--- src/rtl/rx_pkg.sv ---
// Shared types and default geometry for the serial receive path.
// The derived constants follow the default oversample and data-bit settings.
package rx_pkg;

  localparam int DATA_BITS_DEF  = 8;
  localparam int OVERSAMPLE_DEF = 16;
  localparam int MID_SAMPLE     = OVERSAMPLE_DEF / 2 - 1;
  localparam int CNT_W          = $clog2(OVERSAMPLE_DEF);
  localparam int IDX_W          = $clog2(DATA_BITS_DEF) + 1;

  typedef enum logic [1:0] {
    IDLE  = 2'd0,
    START = 2'd1,
    DATA  = 2'd2,
    STOP  = 2'd3
  } rx_state_e;

endpackage

--- src/rtl/serial_receiver_if.sv ---
// Line-side inputs and character-side outputs of the serial receiver.
// The receiver uses the slave modport and the line driver or consumer uses the master modport.
interface serial_receiver_if #(
  parameter int DATA_BITS = rx_pkg::DATA_BITS_DEF
);

  logic                 data_in;
  logic                 sample_en;
  logic                 receive_enable;
  logic [DATA_BITS-1:0] data_out;
  logic                 character_received;
  logic                 framing_error;
  logic                 busy;

  // Handshake: character_received is a valid-only strobe with no ready or back-pressure.
  // The consumer takes data_out in the strobe cycle, or any later cycle before the next strobe,
  // because data_out holds the last good character.
  modport master (
    output data_in, sample_en, receive_enable,
    input  data_out, character_received, framing_error, busy
  );

  modport slave (
    input  data_in, sample_en, receive_enable,
    output data_out, character_received, framing_error, busy
  );

endinterface

--- src/rtl/rx_sample_counter.sv ---
// Sample-tick counter that gives the mid-bit and full-bit compare points.
// A synchronous clear overrides counting, and the terminal counts are gated by the tick enable.
module rx_sample_counter #(
  parameter int OVERSAMPLE = rx_pkg::OVERSAMPLE_DEF
) (
  input  logic clk,
  input  logic rst,
  input  logic clear,
  input  logic en,
  output logic mid_tc,
  output logic full_tc
);

  localparam int                CW   = $clog2(OVERSAMPLE);
  localparam logic [CW-1:0]     MID  = CW'(OVERSAMPLE / 2 - 1);
  localparam logic [CW-1:0]     FULL = CW'(OVERSAMPLE - 1);

  logic [CW-1:0] count;

  always_ff @(posedge clk or negedge rst) begin
    if (!rst) begin
      count <= '0;
    end else if (clear) begin
      count <= '0;
    end else if (en) begin
      count <= (count == FULL) ? '0 : count + 1'b1;
    end
  end

  assign mid_tc  = en && (count == MID);
  assign full_tc = en && (count == FULL);

endmodule

--- src/rtl/serial_receiver.sv ---
// Oversampled serial-to-parallel receiver: start-edge detection, mid-bit sampling and
// reassembly of each frame into data_out, with one-cycle strobes for good or bad stop bits.
module serial_receiver
  import rx_pkg::*;
#(
  parameter int DATA_BITS  = DATA_BITS_DEF,
  parameter int OVERSAMPLE = OVERSAMPLE_DEF
) (
  input  logic               clk,
  input  logic               rst,
  serial_receiver_if.slave   bus,
  output rx_state_e          dbg_state
);

  localparam int BW = $clog2(DATA_BITS) + 1;

  rx_state_e            state, state_n;
  logic                 rx_meta, rx_s, rx_prev;
  logic [DATA_BITS-1:0] shreg;
  logic [BW-1:0]        bit_idx;
  logic [DATA_BITS-1:0] data_q;
  logic                 char_q, ferr_q;

  logic cnt_clear, mid_tc, full_tc;
  logic shift_en, idx_clear, char_n, ferr_n;

  rx_sample_counter #(
    .OVERSAMPLE (OVERSAMPLE)
  ) u_cnt (
    .clk     (clk),
    .rst     (rst),
    .clear   (cnt_clear),
    .en      (bus.sample_en),
    .mid_tc  (mid_tc),
    .full_tc (full_tc)
  );

  always_ff @(posedge clk or negedge rst) begin
    if (!rst) begin
      state <= IDLE;
    end else begin
      state <= state_n;
    end
  end

  // A cleared enable wins over everything and discards the frame without a strobe.
  always_comb begin
    state_n   = state;
    cnt_clear = 1'b0;
    shift_en  = 1'b0;
    idx_clear = 1'b0;
    char_n    = 1'b0;
    ferr_n    = 1'b0;
    if (!bus.receive_enable) begin
      state_n   = IDLE;
      cnt_clear = 1'b1;
    end else begin
      case (state)
        IDLE: begin
          cnt_clear = 1'b1;
          if (bus.sample_en && rx_prev && !rx_s) state_n = START;
        end
        START: begin
          if (mid_tc) begin
            if (!rx_s) begin
              state_n   = DATA;
              cnt_clear = 1'b1;
              idx_clear = 1'b1;
            end else begin
              state_n = IDLE;
            end
          end
        end
        DATA: begin
          if (full_tc) begin
            shift_en = 1'b1;
            if (bit_idx == BW'(DATA_BITS - 1)) state_n = STOP;
          end
        end
        STOP: begin
          if (full_tc) begin
            state_n = IDLE;
            if (rx_s) char_n = 1'b1;
            else      ferr_n = 1'b1;
          end
        end
        default: state_n = IDLE;
      endcase
    end
  end

  // Synchronizer and edge history reset to the idle-high line level.
  always_ff @(posedge clk or negedge rst) begin
    if (!rst) begin
      rx_meta <= 1'b1;
      rx_s    <= 1'b1;
      rx_prev <= 1'b1;
    end else begin
      rx_meta <= bus.data_in;
      rx_s    <= rx_meta;
      if (bus.sample_en) rx_prev <= rx_s;
    end
  end

  always_ff @(posedge clk or negedge rst) begin
    if (!rst) begin
      shreg   <= '0;
      bit_idx <= '0;
      data_q  <= '0;
      char_q  <= 1'b0;
      ferr_q  <= 1'b0;
    end else begin
      if (shift_en) shreg <= {rx_s, shreg[DATA_BITS-1:1]};
      if (idx_clear)     bit_idx <= '0;
      else if (shift_en) bit_idx <= bit_idx + 1'b1;
      if (char_n) data_q <= shreg;
      char_q <= char_n;
      ferr_q <= ferr_n;
    end
  end

  assign bus.data_out           = data_q;
  assign bus.character_received = char_q;
  assign bus.framing_error      = ferr_q;
  assign bus.busy               = (state != IDLE);
  assign dbg_state              = state;

endmodule

--- src/flat_wrapper.sv ---
// flat-port wrapper written by rule: the top's interface ports become plain ports
module serial_receiver_flat import rx_pkg::*;
#(
  parameter int DATA_BITS  = DATA_BITS_DEF,
  parameter int OVERSAMPLE = OVERSAMPLE_DEF
)
  (clk, rst, dbg_state, bus_data_in, bus_sample_en, bus_receive_enable, bus_data_out, bus_character_received, bus_framing_error, bus_busy);
  serial_receiver_if #(.DATA_BITS(DATA_BITS)) bus_i ();
  input  logic clk;
  input  logic rst;
  output rx_state_e dbg_state;
  input wire logic [$bits(bus_i.data_in)-1:0] bus_data_in;
  input wire logic [$bits(bus_i.sample_en)-1:0] bus_sample_en;
  input wire logic [$bits(bus_i.receive_enable)-1:0] bus_receive_enable;
  output wire logic [$bits(bus_i.data_out)-1:0] bus_data_out;
  output wire logic [$bits(bus_i.character_received)-1:0] bus_character_received;
  output wire logic [$bits(bus_i.framing_error)-1:0] bus_framing_error;
  output wire logic [$bits(bus_i.busy)-1:0] bus_busy;
  assign bus_i.data_in = bus_data_in;
  assign bus_i.sample_en = bus_sample_en;
  assign bus_i.receive_enable = bus_receive_enable;
  assign bus_data_out = bus_i.data_out;
  assign bus_character_received = bus_i.character_received;
  assign bus_framing_error = bus_i.framing_error;
  assign bus_busy = bus_i.busy;
  serial_receiver #(.DATA_BITS(DATA_BITS), .OVERSAMPLE(OVERSAMPLE)) u_core (.clk(clk), .rst(rst), .bus(bus_i), .dbg_state(dbg_state));
endmodule
--- config.mk ---
export PLATFORM = sky130hd
export DESIGN_NAME = serial_receiver_flat
export DESIGN_NICKNAME = d
export VERILOG_FILES = /design/src/rtl/rx_pkg.sv /design/src/rtl/serial_receiver_if.sv /design/src/rtl/rx_sample_counter.sv /design/src/rtl/serial_receiver.sv /design/src/flat_wrapper.sv
export SDC_FILE = /design/constraint.sdc
export NUM_CORES = 1
export LEC_CHECK = 0
export CORE_MARGIN = 3
export CORE_UTILIZATION = 48
export DETAILED_ROUTE_END_ITERATION = 12
export GPL_TIMING_DRIVEN = 0
export HOLD_SLACK_MARGIN = 0.1
export PLACE_DENSITY = 0.73
export REMOVE_ABC_BUFFERS = 1
export SLEW_MARGIN = 20
export SYNTH_ARGS = -nofsm -noshare
export SYNTH_HDL_FRONTEND = slang
export SYNTH_SLANG_ARGS = --single-unit
--- constraint.sdc ---
create_clock -name clk -period 1.7 [get_ports clk]
set_input_delay 0.255 -clock clk [delete_from_list [all_inputs] [get_ports clk]]
set_output_delay 0.255 -clock clk [all_outputs]
set_load 0.02 [all_outputs]
==> Word level (Yosys, flattened, before mapping) <==
Cells that the tools add are included.
{ "classes": {"addsub": 2, "eq_ne": 11, "mux": 29, "reduce_logical": 10} }
{ "op_table": {"columns": ["cell", "count"], "rows": [
  ["$mux 4", 5],
  ["$mux 1", 15],
  ["$ne 3x2->1 const B", 5],
  ["$mux 2", 7],
  ["$add 4x1->4 const B", 2],
  ["$eq 4x3->1 const B", 2],
  ["$pmux 2 s4", 1],
  ["$reduce_bool 2->1", 3],
  ["$reduce_and 5->1", 1],
  ["$eq 2x2->1 const B", 2],
  ["$eq 4x4->1 const B", 1],
  ["$logic_and 1x1->1", 4],
  ["$eq 2x1->1 const B", 1],
  ["$logic_not 2->1", 1],
  ["$pmux 1 s2", 1],
  ["$logic_not 1->1", 1]
]} }
{ "totals": {"reg_bits": 31, "in_bits": 5, "output_inout_bits": 13, "elab_cells": 62} }

==> Depth between registers and ports, before layout <==
{ "logic_depth": {"word_depth": 7, "depth_mapped": 7, "ltp_nobuf": 5} }

==> Cells and area by module <==
From an unflattened synthesis, not the netlist that was laid out.
{ "unflattened": {"cells_unflattened": 124, "area_unflattened_um2": 1363.8} }
{ "modules_own_cells": {"columns": ["module", "n_inst", "cells_each", "area_per_inst_um2", "seq_area_each_um2"], "rows": [
  ["serial_receiver", 1, 102, 1148.6, 679.4],
  ["rx_sample_counter", 1, 22, 215.2, 100.1]
]} }

==> Least setup slack after synthesis <==
OpenSTA, ideal clock, no wires.
{ "synth_timing": {"kind": "register to register", "start": "register u_core.u_cnt.count[0]", "end": "register u_core.data_q[0] (netlist: u_core.bus.data_out[0])", "setup_ns": 0.125, "t_arrival_ns": 1.740, "t_required_ns": 1.575, "setup_slack_ns": -0.165, "stages_incl_launch_ff": 8, "n_path_buf": 2, "period_less_slack_ns": 1.865, "cell_sequence": "dfrtp_1 > ha_1 > and4_1 > buf_6 > and3_4 > and3_4 > buf_6 > mux2_4"} }
{ "synth_between": {"elab_chain_len": 5} }
{ "synth_lines": {"columns": ["element", "line_no", "text"], "rows": [
  ["from (decl)", "rx_sample_counter.sv:18", "logic [CW-1:0] count;"],
  ["from (signal assigned)", "rx_sample_counter.sv:26", "count <= (count == FULL) ? '0 : count + 1'b1;"],
  ["$eq 4x4->1", "rx_sample_counter.sv:31", "assign full_tc = en && (count == FULL);"],
  ["$logic_and 1x1->1", "rx_sample_counter.sv:31", null],
  ["$mux 1", "serial_receiver.sv:81", "if (full_tc) begin"],
  ["$mux 1", "serial_receiver.sv:58", "case (state)"],
  ["$mux 1", "serial_receiver.sv:54", "if (!bus.receive_enable) begin"],
  ["net u_core.char_n", "serial_receiver.sv:25", "logic shift_en, idx_clear, char_n, ferr_n;"],
  ["to (signal assigned)", "serial_receiver.sv:116", "if (char_n) data_q <= shreg;"],
  ["to (decl)", "serial_receiver.sv:21", "logic [DATA_BITS-1:0] data_q;"]
]} }
The timed path passes the listed nets, and every way through them passes these cells.
A chain may end at the register's enable or synchronous reset.

==> Worst setup path in the final report <==
{ "layout_timing": {"start": "register u_core.u_cnt.count[1]", "end": "register u_core.data_q[5] (netlist: u_core.bus.data_out[5])"} }
{ "layout_between": {"elab_chain_len": 5} }
{ "layout_lines": {"columns": ["element", "line_no"], "rows": [
  ["$eq 4x4->1", "rx_sample_counter.sv:31"],
  ["$logic_and 1x1->1", "rx_sample_counter.sv:31"],
  ["$mux 1", "serial_receiver.sv:81"],
  ["$mux 1", "serial_receiver.sv:58"],
  ["$mux 1", "serial_receiver.sv:54"]
]} }
No other way between the ends.

==> metrics.md <==
| Metric | Value |
|---|---|
| Post-synth top area share | `0.495` |
| Hold Crit Depth | `1` |
| I/O Buffers | `17` |
| Syn Area/Cell | `between 10 and 15 um2` |
| WS Path Type | `reg2reg` |
| Slew @ Worst Pin | `between 0.6 and 0.7 ns` |
| Post-synthesis xor/xnor area fraction | `0.00618` |
| CTS H-Tree Depth | `2` |
| Total of max-cap violations | `0` |
| Share of layout cells above drive strength 1 | `0.384` |
| Worst-skew pair later-pin latency | `about 0.32 ns` |
| R2R setup slack | `0.003 ns` |
| Initial drt markers | `44` |
| DR vias | `~960` |
| Worst-path clk slew | `0.08 ns` |
| Fmax | `0.589 GHz` |
| GR Util All Layers | `0.168` |
| Ports | `18` |
| Final Critical Period | `between 1.5 and 2 ns` |
| Largest family of logic cells by synthesized area | `multiplexers` |
| Pwr dens | `~710 mW/mm2` |
| Place WS | `-0.566 ns` |
| Ranking of synthesized cells by area | `dfrtp_1, mux2_4, mux2_2, dfstp_2, buf_6` |
| Compound-Gate Fraction of Synth Area | `0.0848` |
| Number of CTS-inserted buffers | `5` |
| DP Wirelength | `approximately 1600 um` |
| Slew HR | `0.561` |
| Root buffer cell | `clkbuf_4` |
| Num rows | `19` |
| Die ar. | `0.00364 mm2` |
| Outcome | `finished clean` |
| Post-synth EDFFs | `0` |
| Residual overflow from global routing | `0` |
| Setup violators final | `0` |
| Initial antenna violation count | `0` |
| CTS tree | `yes` |
| Synthesized instance count | `107` |
| Largest net degree at the start of global routing | `32` |
| Initial Util | `0.509` |
| Mapped Area | `0.00142 mm2` |
| Worst Hold End | `u_core.rx_meta` |
| CP required | `approximately 1.9 ns` |
| Synth Area in Adders | `0.0177` |
| Die width | `around 60 um` |
| Final worst slack | `about 0.0033 ns` |
| DP Cell Count | `150` |
| Clock Tree Buf Depth | `2` |
| Hold crit path type | `in2reg` |
| Hold Vio Cnt, Final | `0` |
| Synth area leader | `dfrtp_1` |
| Post-synth top flop | `dfrtp_1` |
| Final WL | `between 2000 and 3000 um` |
| Vias in the first global route | `976` |
| Unique masters post-synth | `31` |
| GP Congestion | `approximately 0.8` |
| Drt pass-1 iters | `4` |
| Worst reg2reg startpoint | `u_core.u_cnt.count[1]` |
| Post-route ant nets | `0` |
| Final net count | `approximately 150` |
| DIE HEIGHT | `between 60 and 70 um` |
| Worst Path Arrival | `1.90 ns` |
| # DRC | `0` |
| Mux cell area share after synthesis | `0.185` |
| Seq cells post-synth | `31` |
| Ant. Diodes | `0` |
| Async S/R FF share, synth | `1.00` |
| Worst vdd ir | `approximately 690 uV` |
| RSZ-0062 raised after global routing | `true` |
| Seq/Total Area, Yosys | `0.550` |
| Yosys warning total | `0` |
| Sink Count | `31` |
| R2R cell count | `5` |
| Final core occ | `0.632` |
| Simple-Gate Fraction of Synth Area | `0.117` |
| First-pass GRT wire length | `4350 um` |
| CP Max Fanout | `5` |
| HP Start | `bus_data_in` |
| Reg2reg end | `u_core.bus.data_out[5]` |
| CP endpoint kind | `flip-flop` |
| Vias per cell | `5.67` |
| Tcrit/Tclk final | `0.998` |
| Synthesis-to-finish area growth | `24.2%` |
| Startpoint Class | `flip-flop` |
| Leakage | `0.823 nW` |
| Avg WL per Cell | `15.5 um` |
| Max-slew violations | `0` |
| Post-Layout Cell Count | `around 170` |
| Core box area | `between 0.002 and 0.003 mm2` |
| Clock Skews | `0.0107 ns` |
flip-flops by register name, summed over array words and instances (netlist names):
register,cells
u_core.bit_idx,4
u_core.bus.character_received,1
u_core.bus.data_out,8
u_core.bus.framing_error,1
u_core.dbg_state,2
u_core.rx_meta,1
u_core.rx_prev,1
u_core.rx_s,1
u_core.shreg,8
u_core.u_cnt.count,4
routing by layer:
metal  global-route usage  wire [um]
met5                    0          0
met4                0.108         32
met3               0.0540         96
met2                0.262       1330
met1                0.199       1170
cell usage after synthesis (3+ instances only):
cell / instances
o2bb2ai_1: 4
dfstp_2: 3
dfrtp_1: 28
o21ai_0: 4
mux2_4: 8
nor2_1: 5
a31oi_1: 3
nand2_1: 6
mux2i_1: 4
nand3_1: 3
buf_6: 4
a21oi_1: 3
mux2_2: 9
cell families (layout without fill, tap and decap cells):
group	count (synthesis)	in the layout
and+or+nand+nor	27	29
AOI/OAI and AO/OA	18	18
DFF	31	31
xor gates and xnor gates	1	1
muxes	21	21
adders and majority gates	2	2
buffers and inverters	7	36
how the worst max path moves through the flow:
stage	cells past startpoint	start	slack [ns]	endpoint
after floorplan	5	u_core.u_cnt.count[0]	-0.11	u_core.bus.data_out[0]
after global placement	5	bus_sample_en	-0.53	u_core.bus.data_out[3]
after detailed placement	5	bus_sample_en	-0.57	u_core.bus.data_out[1]
after CTS	2	u_core.dbg_state[1]	-0.01	bus_busy
after global routing	5	u_core.u_cnt.count[0]	-0.07	u_core.bit_idx[2]
final	5	u_core.u_cnt.count[1]	0.003	u_core.bus.data_out[5]
repair_timing:
| action | 4_1_cts | 5_1_grt |
|---|---|---|
| setup endpoints to repair | 26 | 22 |
| hold buffers | 1 | 0 |
| cloned | 2 | 0 |
| gates resized for setup | 15 | 3 |
| pin swaps | 2 | 0 |
| setup buffers | 8 | 1 |
| hold endpoints to repair | 28 | 0 |
through the flow:
stage          total power [mW]  TNS, ns  area (um2)  hold WS, ns
6_report                   1.26        0        1760        0.340
5_1_grt                    1.32   -0.706        1760        0.321
4_1_cts                    1.27  -0.0194        1750        0.324
3_5_place_dp              0.836    -9.97        1570        0.325
3_3_place_gp              0.836   -12.59        1580        0.346
2_1_floorplan             0.798    -1.22        1370      -0.0406
placed cells by master (no fill, tap or decap), drive strengths merged:
| cell | synthesis | layout |
|---|---|---|
| dfrtp | 28 | 28 |
| mux2 | 17 | 17 |
| clkdlybuf4s50 | 0 | 13 |
| buf | 4 | 10 |
| nor2 | 6 | 7 |
| clkbuf | 1 | 7 |
| nand2 | 6 | 6 |
| and3 | 4 | 5 |
| mux2i | 4 | 4 |
| o21ai | 4 | 4 |
| o2bb2ai | 4 | 4 |
| a31oi | 3 | 3 |
| a21oi | 3 | 3 |
| dfstp | 3 | 3 |
| nand3 | 3 | 3 |
| nor3b | 2 | 2 |
| inv | 2 | 2 |
| ha | 2 | 2 |
| or2 | 1 | 1 |
| and4 | 1 | 1 |
| xnor2 | 1 | 1 |
| or4b | 1 | 1 |
| o211ai | 1 | 1 |
| a211oi | 1 | 1 |
| or3 | 1 | 1 |
| a22oi | 1 | 1 |
| nor4bb | 1 | 1 |
| nor2b | 1 | 1 |
| a22o | 1 | 1 |
| clkinv | 0 | 1 |
| dlygate4sd3 | 0 | 1 |
| dlygate4sd2 | 0 | 1 |
| dlymetal6s2s | 0 | 1 |
power breakdown:
group          switching [mW]  internal [mW]
Combinational          0.0437         0.0315
Clock                   0.233          0.191
Sequential            0.00871          0.750
Total                   0.285          0.972
layout make-up:
class / instances / area, um2
clock buffer: 6 / 51.3
clock inverter: 1 / 5.00
fill: 222 / 1020
inverter: 2 / 7.51
multi-input combinational: 71 / 636
sequential: 31 / 782
tap: 31 / 38.8
timing repair buffer: 27 / 239
critical path, stage by stage, from the launching register on:
cell	delay (ns)
dfrtp_1	0.40
ha_4	0.17
and4_4	0.26
and3_4	0.21
and3_4	0.25
mux2_4	0.31
No activity file was read; power rests on OpenSTA's default activity.
